==> src/rtl/anti_noise_i2s_pkg.sv <==
// Shared types and sizing helpers for the anti-noise I2S transmitter.
package anti_noise_i2s_pkg;

   typedef enum logic {LEFT = 1'b0, RIGHT = 1'b1} chan_t;

   localparam int DEF_DATA_W    = 16;
   localparam int DEF_SLOT_W    = 32;
   localparam int DEF_BCLK_HALF = 16;

   // Bits needed to count 0..n-1; never less than 1 so n=1 still gets a register.
   function automatic int clog2(input int n);
      int w;
      w = 1;
      while ((1 << w) < n) w++;
      return w;
   endfunction

endpackage

==> src/rtl/anti_noise_i2s_tx_bclk_gen.sv <==
// Bit-clock generator: divides clk_in down to BCLK and flags each BCLK edge one cycle early.
module i2s_bclk_gen
   import anti_noise_i2s_pkg::*;
#(
   parameter int BCLK_HALF = DEF_BCLK_HALF
) (
   input  logic clk_i,
   input  logic rst_ni,
   output logic bclk_o,
   output logic fall_stb_o,
   output logic rise_stb_o
);

   localparam int DW = clog2(BCLK_HALF);

   logic [DW-1:0] div_q, div_d;
   logic          bclk_q, bclk_d;
   logic          wrap;

   always_comb begin
      wrap   = (div_q == DW'(BCLK_HALF - 1));
      div_d  = wrap ? '0 : div_q + 1'b1;
      bclk_d = wrap ? ~bclk_q : bclk_q;
   end

   always_ff @(posedge clk_i or negedge rst_ni) begin
      if (!rst_ni) begin
         div_q  <= '0;
         bclk_q <= 1'b0;
      end else begin
         div_q  <= div_d;
         bclk_q <= bclk_d;
      end
   end

   // Strobes are high in the cycle whose closing edge moves bclk.
   assign fall_stb_o = wrap &  bclk_q;
   assign rise_stb_o = wrap & ~bclk_q;
   assign bclk_o     = bclk_q;

endmodule

==> src/rtl/anti_noise_i2s_tx.sv <==
// I2S transmitter for the anti-noise path: one mono sample per frame, sent in both slots.
module anti_noise_i2s_tx
   import anti_noise_i2s_pkg::*;
#(
   parameter int DATA_W    = DEF_DATA_W,
   parameter int SLOT_W    = DEF_SLOT_W,
   parameter int BCLK_HALF = DEF_BCLK_HALF
) (
   input  logic                     clk_in,
   input  logic                     rst_in,
   input  logic                     ready_in,
   input  logic signed [DATA_W-1:0] sample_in,
   output logic                     bclk_out,
   output logic                     lrclk_out,
   output logic                     sdata_out,
   output logic                     underrun_out,
   output logic                     overrun_out
);

   localparam int BW = clog2(SLOT_W);
   localparam int IW = clog2(DATA_W);

   logic fall_stb, rise_stb;

   i2s_bclk_gen #(.BCLK_HALF(BCLK_HALF)) u_bclk (
      .clk_i      (clk_in),
      .rst_ni     (rst_in),
      .bclk_o     (bclk_out),
      .fall_stb_o (fall_stb),
      .rise_stb_o (rise_stb)
   );

   assert property (@(posedge clk_in) disable iff (!rst_in) !(fall_stb && rise_stb));

   chan_t                    chan_q, chan_d;
   logic [BW-1:0]            bit_cnt_q, bit_cnt_d;
   logic signed [DATA_W-1:0] shreg_q, hold_q, last_smp_q;
   logic                     hold_valid_q;
   logic                     lrclk_q, lrclk_d;
   logic                     sdata_q, sdata_d;
   logic                     underrun_q, underrun_d;
   logic                     overrun_q, overrun_d;
   logic                     bit_wrap, frame_load;

   // Slot FSM: state register
   always_ff @(posedge clk_in or negedge rst_in) begin
      if (!rst_in) begin
         chan_q    <= LEFT;
         bit_cnt_q <= '0;
      end else begin
         chan_q    <= chan_d;
         bit_cnt_q <= bit_cnt_d;
      end
   end

   // Slot FSM: next state
   always_comb begin
      bit_wrap  = (bit_cnt_q == BW'(SLOT_W - 1));
      chan_d    = chan_q;
      bit_cnt_d = bit_cnt_q;
      if (fall_stb) begin
         bit_cnt_d = bit_wrap ? '0 : bit_cnt_q + 1'b1;
         if (bit_wrap) chan_d = (chan_q == LEFT) ? RIGHT : LEFT;
      end
   end

   // Slot FSM: outputs
   always_comb begin
      frame_load = fall_stb && (chan_q == LEFT) && (bit_cnt_q == '0);
      lrclk_d    = lrclk_q;
      sdata_d    = sdata_q;
      if (fall_stb) begin
         if (bit_cnt_q == '0) begin
            lrclk_d = (chan_q == RIGHT);
            sdata_d = 1'b0;
         end else if (int'(bit_cnt_q) <= DATA_W) begin
            sdata_d = shreg_q[IW'(DATA_W - int'(bit_cnt_q))];
         end else begin
            sdata_d = 1'b0;
         end
      end
      underrun_d = frame_load && !hold_valid_q;
      // A sample arriving on the load cycle refills the freed slot, so it is not an overrun.
      overrun_d  = ready_in && hold_valid_q && !frame_load;
   end

   always_ff @(posedge clk_in or negedge rst_in) begin
      if (!rst_in) begin
         shreg_q      <= '0;
         hold_q       <= '0;
         hold_valid_q <= 1'b0;
         last_smp_q   <= '0;
         lrclk_q      <= 1'b0;
         sdata_q      <= 1'b0;
         underrun_q   <= 1'b0;
         overrun_q    <= 1'b0;
      end else begin
         lrclk_q    <= lrclk_d;
         sdata_q    <= sdata_d;
         underrun_q <= underrun_d;
         overrun_q  <= overrun_d;
         if (frame_load) begin
            shreg_q <= hold_valid_q ? hold_q : last_smp_q;
            if (hold_valid_q) last_smp_q <= hold_q;
         end
         if (ready_in) begin
            hold_q       <= sample_in;
            hold_valid_q <= 1'b1;
         end else if (frame_load) begin
            hold_valid_q <= 1'b0;
         end
      end
   end

   assign lrclk_out    = lrclk_q;
   assign sdata_out    = sdata_q;
   assign underrun_out = underrun_q;
   assign overrun_out  = overrun_q;

endmodule

==> config.mk <==
export PLATFORM = sky130hd
export DESIGN_NAME = anti_noise_i2s_tx
export DESIGN_NICKNAME = d
export VERILOG_FILES = /design/src/rtl/anti_noise_i2s_pkg.sv /design/src/rtl/anti_noise_i2s_tx_bclk_gen.sv /design/src/rtl/anti_noise_i2s_tx.sv
export SDC_FILE = /design/constraint.sdc
export NUM_CORES = 1
export LEC_CHECK = 0
export ABC_AREA = 1
export CORE_ASPECT_RATIO = 1.2
export CORE_UTILIZATION = 25
export CTS_CLUSTER_SIZE = 16
export DETAILED_ROUTE_END_ITERATION = 16
export PLACE_DENSITY = 0.46
export SLEW_MARGIN = 20
export SYNTH_ARGS = -nofsm -noshare
export SYNTH_HDL_FRONTEND = slang
export SYNTH_SLANG_ARGS = --single-unit
==> constraint.sdc <==
create_clock -name clk_in -period 4 [get_ports clk_in]
set_input_delay 0.8 -clock clk_in [delete_from_list [all_inputs] [get_ports clk_in]]
set_output_delay 0.8 -clock clk_in [all_outputs]
set_load 0.1 [all_outputs]
==> metrics, run 1 <==
Row Count 37; starting density of the core 26.2%; number of flops mapped to enable cells by yosys 0; fmax 384 MHz; Post-CTS Hold Buffers 0; Final nets 298; Slew @ Worst Pin 0.968 ns; min Tclk post-route 2.60 ns; pin count of the biggest net entering global routing 34; RSZ-0062 raised after global routing no; Root Driver clkbuf_8; top_reg_cell synth dfrtp_1; CP Launch Type register; Power Density 366 mW/mm^2; Die Ht 107 um; worst hold slack 0.457 ns; Yosys top cell by area dfrtp_1; routed wire length 3910 um; sequential element share of the synthesized area 52.6%; P&R area growth vs syn 19.6%; status finished clean; Comb pwr share 9.1%; switching power total 0.225 mW; Slew headroom 35.3%; First DRT Iteration DRCs 85; CTS tree yes; Final Max Tran Viols 0; Buf/Inv on CP 1; post_cts resized 0; Setup Crit Path Kind reg2out; Pre-antenna DRT Iters 4; antenna-violating nets left 0; core footprint 0.00870 mm^2; Avg Vias per Cell 3.98; warnings from Yosys 0; Yosys reg bits 48; Die Wd 89.2 um; Core Util, Final 31.4%; worst skew pair latency 0.30 ns; clock buffer depth 2; Ports 24; syn nets 276; Antenna Cells 0; crit end category primary output; CP Max Fanout 2; peak supply drop 0.166 mV; count of final setup violators 0; postcts setup bufs 0; total gr overflow 0; routed vias 1564; sw frac 22.5%; Avg Cell Area, Syn 9.02 um^2; post-route DRC violation count 0; Routed WL per cell 9.95 um; top cells by count, synth 64 x nand2_1, 48 x dfrtp_1, 39 x inv_1; fraction of registers with async set/reset 100%; Final Non-Filler Cells 393; clock group share of total power 38.3%; r2r worst-path depth 7; CTS sink cnt 48; DP HPWL 2840 um; share of layout cells above drive strength 1 14.9%; Hold Vio Cnt, Final 0; IO buf count 23; Int Pwr 0.775 mW; CP max-delay cell clkdlybuf4s50_1; Pleak 1.33 nW; first-pass GRT wire length 7050 um; Reg power frac 52.6%; Netlist cell types 25; initial antenna violation count 0; post-synthesis cell area 0.00228 mm^2; Synth Instances 253; synth top area cells dfrtp_1 53%, nand2_1 11%, inv_1 6.4%; dpl cells 385; CP arrival 1.80 ns; number of H-tree levels 2; Crit. path cell count 1; full die area 0.00952 mm^2; crit-path max cell delay 1.14 ns; total CTS buffers 5; Worst Hold Class in2async; Period Utilization, post-route 65.0%; top cell type's share of synthesized area 52.6%; CP Cell Sequence clkdlybuf4s50_1; Worst Path Required 3.20 ns; max-cap violations 0; CP delay by family, top buffers and inverters; clk slew on worst S/H paths 0.09 ns; All-Layer GR Usage 9.60%; placer congestion estimate 0.752; vias in the first global route 1543; TNS Setup 0 ns; Layout Skew 0.00348 ns; top-count cell post-synth nand2_1
cells in the final DEF, fill, tap and decap left out:
cell	instances
a21oi_1	3
a31oi_1	1
buf_12	1
buf_2	1
bufinv_16	1
clkbuf_8	7
clkdlybuf4s50_1	22
dfrtp_1	48
ha_1	4
inv_1	39
inv_2	4
nand2_1	64
nand2_2	4
nand2_4	1
nand3_1	19
nand3_4	1
nand4_4	1
nor2_1	6
nor2_2	1
nor2_4	1
nor2_8	1
nor3_1	5
o21ai_0	20
o21ai_2	16
or2_2	1
xnor2_1	1
xor2_1	3
final cells by class:
cell class / instances / area, um^2
Multi-Input combinational cell: 153 / 848
Clock inverter: 1 / 30.0
Clock buffer: 7 / 96.3
Inverter: 43 / 161
Sequential cell: 48 / 1200
Timing Repair Buffer: 24 / 245
Tap cell: 117 / 146
Fill cell: 953 / 5970
kinds of logic after synthesis:
family          count (synthesis)  share of synthesized area, %
fa+ha+maj                       4                          2.19
buf+inv                        52                          10.2
xor+xnor                        4                          1.54
flops                          48                          52.6
simple gates                  105                          22.0
compound gates                 40                          11.5
power by group through the flow:
stage | Sequential, mW | Combinational, mW | Clock, mW
global placement | 0.536 | 0.0899 | 0
detailed placement | 0.536 | 0.0940 | 0
finish | 0.526 | 0.0909 | 0.383
global route | 0.530 | 0.106 | 0.418
floorplan | 0.537 | 0.0499 | 0
CTS | 0.526 | 0.0942 | 0.405
worst paths after layout:
kind                               from         endpoint  slack, ns
max in group asynchronous        rst_in     bit_cnt_q[0]       3.02
hold / removal                   rst_in  u_bclk.div_q[3]       0.46
setup reg to reg           bit_cnt_q[0]    last_smp_q[6]       1.70
setup / recovery              lrclk_out        lrclk_out       1.40
hold reg to reg                  chan_q           chan_q       0.48
min in group clk_in              chan_q           chan_q       0.48
layer usage:
| layer | track usage, % | vias to the layer above | share of wire (%) | wire [um] |
|---|---|---|---|---|
| li1 | - | 830 | - | - |
| met4 | 4.08 | 0 | 2.2 | 87 |
| met2 | 14.8 | 20 | 45 | 1780 |
| met1 | 12.9 | 708 | 50 | 1940 |
| met3 | 2.08 | 6 | 2.6 | 103 |
| met5 | 0 | - | 0 | 0 |
state kept, by name, summed over array words and instances, names as in the netlist:
name,count
bit_cnt_q,5
chan_q,1
u_bclk.div_q,4
last_smp_q,16
sdata_out,1
lrclk_out,1
u_bclk.bclk_o,1
overrun_out,1
hold_q,16
hold_valid_q,1
underrun_out,1
metrics by stage:
step / power, mW / area (um^2) / setup slack [ns]
2_1_floorplan: 0.587 / 2280 / 2.11
3_3_place_gp: 0.626 / 2580 / 1.71
3_5_place_dp: 0.630 / 2600 / 1.66
4_1_cts: 1.03 / 2730 / 1.37
5_1_grt: 1.05 / 2730 / 1.32
6_report: 0.999 / 2730 / 1.40
Power figures use the tool's default switching activity.
==> run 2, diff against run 1 <==
--- a/config.mk
+++ b/config.mk
@@ -10,7 +10,7 @@
 export CORE_UTILIZATION = 25
 export CTS_CLUSTER_SIZE = 16
 export DETAILED_ROUTE_END_ITERATION = 16
-export PLACE_DENSITY = 0.46
+export PLACE_DENSITY = 0.47
 export SLEW_MARGIN = 20
 export SYNTH_ARGS = -nofsm -noshare
 export SYNTH_HDL_FRONTEND = slang
==> constraint.sdc (replaced) <==
create_clock -name clk_in -period 2.3 [get_ports clk_in]
set_input_delay 0.46 -clock clk_in [delete_from_list [all_inputs] [get_ports clk_in]]
set_output_delay 0.46 -clock clk_in [all_outputs]
set_load 0.1 [all_outputs]
==> metrics, run 2 (synthesis results as in run 1) <==
status finished clean (unchanged); Routed WL per cell 9.89 um (was 9.95 um); CP delay by family, top simple AND/OR/NAND/NOR gates (was buffers and inverters); commonest non-fill, non-tap cell in the layout nand2_1 (unchanged); RSZ-0062 raised after global routing no (unchanged); starting density of the core 26.2% (unchanged); Period Utilization, post-route 85.0%; Pleak 1.33 nW (about the same); Hold Vio Cnt, Final 0 (unchanged); antenna-violating nets left 0 (unchanged); min Tclk post-route 1.96 ns; fill count 989 (was 953); crit-path max cell delay 0.44 ns (was 1.14 ns); setup ws final 0.345 ns (was 1.40 ns); Worst Path Required 2.53 ns (was 3.20 ns); IO buf count 23 (unchanged); initial antenna violation count 0 (unchanged); Die Wd 89.2 um (unchanged); worst skew pair latency 0.30 ns (about the same); CP Launch Type register (unchanged); Worst Hold Class in2async (unchanged); post_cts resized 0 (unchanged); fmax 511 MHz; Final nets 303 (was 298); full die area 0.00952 mm^2 (unchanged); total CTS buffers 5 (unchanged); Root Driver clkbuf_8 (unchanged); core footprint 0.00870 mm^2 (unchanged); Post-CTS Hold Buffers 0 (unchanged); routed wire length 3940 um (was 3910 um); r2r worst-path depth 7 (unchanged); P&R area growth vs syn 18.7% (was 19.6%); Buf/Inv on CP 2 (was 1); Placed Area 0.00262 mm^2 (was 0.00260 mm^2); Ports 24 (unchanged); Pre-antenna DRT Iters 4 (unchanged); pin count of the biggest net entering global routing 49 (was 34); Slew headroom 59.1% (was 35.3%); Crit. path cell count 7 (was 1); max-cap violations 0 (unchanged); total gr overflow 0 (unchanged); biggest regs hold_q x16, last_smp_q x16, bit_cnt_q x5 (unchanged); first-pass GRT wire length 6890 um (was 7050 um); Seq. cell area 0.00120 mm^2 (unchanged); placer congestion estimate 0.804 (was 0.752); Power Density 588 mW/mm^2 (was 366 mW/mm^2); post-route DRC violation count 0 (unchanged); DP HPWL 2770 um (was 2840 um); clock buffer depth 2 (unchanged); CP Cell Sequence inv_1, ha_1, nand3_4, nor2_4, nand4_4, buf_4, o21ai_2 (was clkdlybuf4s50_1); CP arrival 2.19 ns (was 1.80 ns); clk slew on worst S/H paths 0.09 ns (about the same); Core Util, Final 31.1% (was 31.4%); routed vias 1576 (was 1564); CTS sink cnt 48 (unchanged); TNS Setup 0 ns (unchanged); All-Layer GR Usage 9.48% (was 9.60%); postcts setup bufs 0 (unchanged); count of final setup violators 0 (unchanged); share of layout cells above drive strength 1 17.8% (was 14.9%); final instance area 0.00271 mm^2 (was 0.00273 mm^2); Final Max Tran Viols 0 (unchanged); Slew @ Worst Pin 0.613 ns (was 0.968 ns); CP Max Fanout 30 (was 2); First DRT Iteration DRCs 55 (was 85); Row Count 37 (unchanged); commonest non-fill, non-tap cells in the layout 64 x nand2_1, 48 x dfrtp_1, 39 x inv_1 (unchanged); Antenna Cells 0 (unchanged); Avg Vias per Cell 3.96 (was 3.98); crit end category register (was primary output); Multi-input gate area 848 um^2 (unchanged); Layout Skew 0.0103 ns (was 0.00348 ns); number of H-tree levels 2 (unchanged); CTS tree yes (unchanged); Setup Crit Path Kind reg2reg (was reg2out); vias in the first global route 1567 (was 1543); Post-Place Setup Slack 0.328 ns (was 1.66 ns); Die Ht 107 um (unchanged); peak supply drop 0.231 mV (was 0.166 mV); CP max-delay cell nand4_4 (was clkdlybuf4s50_1)
## run 2: changes by cell type in the layout (fill, tap and decap cells not counted), sizes merged
cell,delta
buf,+10
clkdlybuf4s50,-5
bufinv,-1
clkinvlp,+1
## run 2: area by class of cell
cell class | count | area share (%)
clock inverter | 1 | 0.277
tap | 117 | 5.40
sequential | 48 | 44.3
inverter | 43 | 5.96
timing repair buffer | 29 | 9.51
multi-input combinational | 153 | 31.3
clock buffer | 7 | 3.19
## run 2: final timing paths
kind	slack [ns]	start	to
worst max-delay path	0.34	bit_cnt_q[1]	last_smp_q[8]
min in group clk_in	0.48	chan_q	chan_q
worst min register to register	0.48	chan_q	chan_q
worst min-delay path	0.26	rst_in	hold_q[14]
worst max register to register	0.34	bit_cnt_q[1]	last_smp_q[8]
max in group asynchronous	1.63	rst_in	last_smp_q[7]
## run 2: worst reg2reg max path, stage by stage, from the launching register on
cell	delay [ns]
dfrtp_1	0.40
inv_1	0.09
ha_1	0.26
nand3_4	0.11
nor2_4	0.15
nand4_4	0.44
buf_4	0.34
o21ai_2	0.10
## run 2: layer usage
metal | vias to the layer above | global-route usage (%) | part of all wire, %
met4 | 0 | 3.97 | 1.8
met2 | 19 | 16.0 | 48
met3 | 6 | 2.54 | 3.4
met5 | - | 0 | 0
met1 | 711 | 11.2 | 46
li1 | 840 | - | -
## run 2: through the flow
step / total power [mW] / std cells / hold slack [ns]
CTS: 1.63 / 398 / 0.278
detailed placement: 1.09 / 390 / 0.457
finish: 1.59 / 398 / 0.257
global placement: 1.09 / 390 / 0.462
floorplan: 1.02 / 253 / 0.164
global route: 1.69 / 398 / 0.302
## run 2: power breakdown
part           internal, mW  switching [mW]  total, mW
Combinational        0.0676          0.0864      0.154
Clock                 0.245           0.280      0.525
Sequential            0.894          0.0210      0.915
Total                  1.21           0.388       1.59
==> run 3, diff against run 2 <==
--- a/config.mk
+++ b/config.mk
@@ -7,10 +7,10 @@
 export LEC_CHECK = 0
 export ABC_AREA = 1
 export CORE_ASPECT_RATIO = 1.2
-export CORE_UTILIZATION = 25
+export CORE_UTILIZATION = 40
 export CTS_CLUSTER_SIZE = 16
 export DETAILED_ROUTE_END_ITERATION = 16
-export PLACE_DENSITY = 0.47
+export PLACE_DENSITY = 0.66
 export SLEW_MARGIN = 20
 export SYNTH_ARGS = -nofsm -noshare
 export SYNTH_HDL_FRONTEND = slang
==> metrics, run 3 (synthesis results as in run 1) <==
clock group share of total power 33.0% (was 32.9%); P&R area growth vs syn 15.4% (was 18.7%); count of final setup violators 0 (unchanged); Die Ht 84.7 um (was 107 um); Worst Path Required 2.55 ns (was 2.53 ns); Slew @ Worst Pin 0.584 ns (was 0.613 ns); clk slew on worst S/H paths 0.10 ns (was 0.09 ns); CP Launch Type register (unchanged); Int Pwr 1.19 mW (was 1.21 mW); min Tclk post-route 1.99 ns (was 1.96 ns); postcts setup bufs 0 (unchanged); Layout Skew 0.0110 ns (was 0.0103 ns); commonest non-fill, non-tap cells in the layout 64 x nand2_1, 48 x dfrtp_1, 39 x inv_1 (unchanged); routed vias 1558 (was 1576); CP arrival 2.23 ns (was 2.19 ns); crit end category register (unchanged); starting density of the core 42.2% (was 26.2%); biggest regs hold_q x16, last_smp_q x16, bit_cnt_q x5 (unchanged); Slew headroom 61.1% (was 59.1%); Seq. cell area 0.00120 mm^2 (unchanged); IO buf count 23 (unchanged); GRT met1 Usage 16.5% (was 11.2%); layer with the highest usage met2 (unchanged); CTS tree yes (unchanged); TNS Setup 0 ns (unchanged); Setup Crit Path Kind reg2reg (unchanged); Worst Hold Class in2async (unchanged); Root Driver clkbuf_8 (unchanged); global routing usage on met2 22.2% (was 16.0%); Die Wd 71.0 um (was 89.2 um); CTS sink cnt 48 (unchanged); Placed Area 0.00254 mm^2 (was 0.00262 mm^2); initial antenna violation count 0 (unchanged); CP max-delay cell nand4_4 (unchanged); CP Max Fanout 30 (unchanged); CP delay by family, top simple AND/OR/NAND/NOR gates (unchanged); Avg Vias per Cell 4.56 (was 3.96); Post-CTS Hold Buffers 0 (unchanged); Reg-to-Reg End last_smp_q[11] (was last_smp_q[8]); final instance area 0.00263 mm^2 (was 0.00271 mm^2); Power Density 604 mW/mm^2 (was 588 mW/mm^2); post-route DRC violation count 0 (unchanged); Pleak 1.33 nW (about the same); DP HPWL 2500 um (was 2770 um); total CTS buffers 5 (unchanged); share of layout cells above drive strength 1 17.9% (was 17.8%); Worst R2R Start bit_cnt_q[1] (unchanged); vias in the first global route 1473 (was 1567); Row Count 29 (was 37); full die area 0.00601 mm^2 (was 0.00952 mm^2); Core Util, Final 48.7% (was 31.1%); first-pass GRT wire length 6400 um (was 6890 um); fmax 503 MHz (was 511 MHz); Final Max Tran Viols 0 (unchanged); pin count of the biggest net entering global routing 49 (unchanged); Ports 24 (unchanged); post_cts resized 0 (unchanged); commonest non-fill, non-tap cell in the layout nand2_1 (unchanged); Antenna Cells 0 (unchanged); number of H-tree levels 2 (unchanged); R2R setup slack 0.31 ns (was 0.34 ns); Comb pwr share 9.6% (was 9.7%); clock buffer depth 2 (unchanged); Routed WL per cell 10.2 um (was 9.89 um); switching power total 0.406 mW (was 0.388 mW); placer congestion estimate 0.795 (was 0.804); core footprint 0.00541 mm^2 (was 0.00870 mm^2); max-cap violations 0 (unchanged); First DRT Iteration DRCs 60 (was 55); Pre-antenna DRT Iters 4 (unchanged); met3 Use GR 3.24% (was 2.54%); worst skew pair latency 0.31 ns (was 0.30 ns); Hold Vio Cnt, Final 0 (unchanged); r2r worst-path depth 7 (unchanged); crit-path max cell delay 0.44 ns (about the same); routed wire length 3500 um (was 3940 um); total gr overflow 0 (unchanged); status finished clean (unchanged); Buf/Inv on CP 2 (unchanged); sw frac 25.5% (was 24.3%); Period Utilization, post-route 86.4% (was 85.0%); Reg power frac 57.5% (was 57.4%); antenna-violating nets left 0 (unchanged); peak supply drop 0.374 mV (was 0.231 mV); RSZ-0062 raised after global routing no (unchanged); Multi-input gate area 848 um^2 (unchanged); worst hold slack 0.238 ns (was 0.257 ns); All-Layer GR Usage 13.5% (was 9.48%); fill count 518 (was 989); CP Cell Sequence inv_1, ha_1, nand3_4, nor2_4, nand4_4, buf_4, o21ai_2 (unchanged); Final nets 302 (was 303)
## run 3: changes by cell type in the layout (fill, tap and decap cells not counted), sizes merged
cell	previous run	this run
clkbuf	7	5
buf	12	11
inv	43	45
clkinv	0	1
clkinvlp	1	0
## run 3: power by group through the flow
stage / combinational, mW / clock (mW) / sequential, mW
global placement: 0.154 / 0 / 0.930
floorplan: 0.0869 / 0 / 0.934
detailed placement: 0.157 / 0 / 0.932
CTS: 0.158 / 0.548 / 0.915
global route: 0.179 / 0.580 / 0.920
finish: 0.153 / 0.524 / 0.914
## run 3: through the flow
stage / setup slack [ns] / std cells / power [mW]
after global placement: 0.381 / 334 / 1.08
after floorplan: 0.414 / 253 / 1.02
after CTS: 0.280 / 342 / 1.62
final: 0.313 / 342 / 1.59
after detailed placement: 0.295 / 334 / 1.09
after global routing: 0.135 / 342 / 1.68
## run 3: worst max path at each step
stage,slack [ns],cells after the start,end,start
6_report,0.31,7,last_smp_q[11],bit_cnt_q[1]
5_1_grt,0.13,7,last_smp_q[11],bit_cnt_q[1]
4_1_cts,0.28,7,last_smp_q[11],bit_cnt_q[1]
3_5_place_dp,0.29,7,last_smp_q[11],bit_cnt_q[1]
3_3_place_gp,0.38,7,last_smp_q[15],bit_cnt_q[1]
2_1_floorplan,0.41,6,last_smp_q[9],u_bclk.bclk_o
## run 3: layer usage
layer	vias to the layer above	routed length [um]	part of all wire (%)
li1	832	-	-
met1	699	1620	46
met2	23	1710	49
met3	4	108	3.1
met4	0	67	1.9
met5	-	0	0
## run 3: area by class of cell
class,count,area share (%)
multi-input cells,153,32.2
well taps,62,2.95
flip-flops and latches,48,45.6
clock inverters,3,0.998
repair buffers,28,9.50
clock buffers,5,2.61
inverters,43,6.13
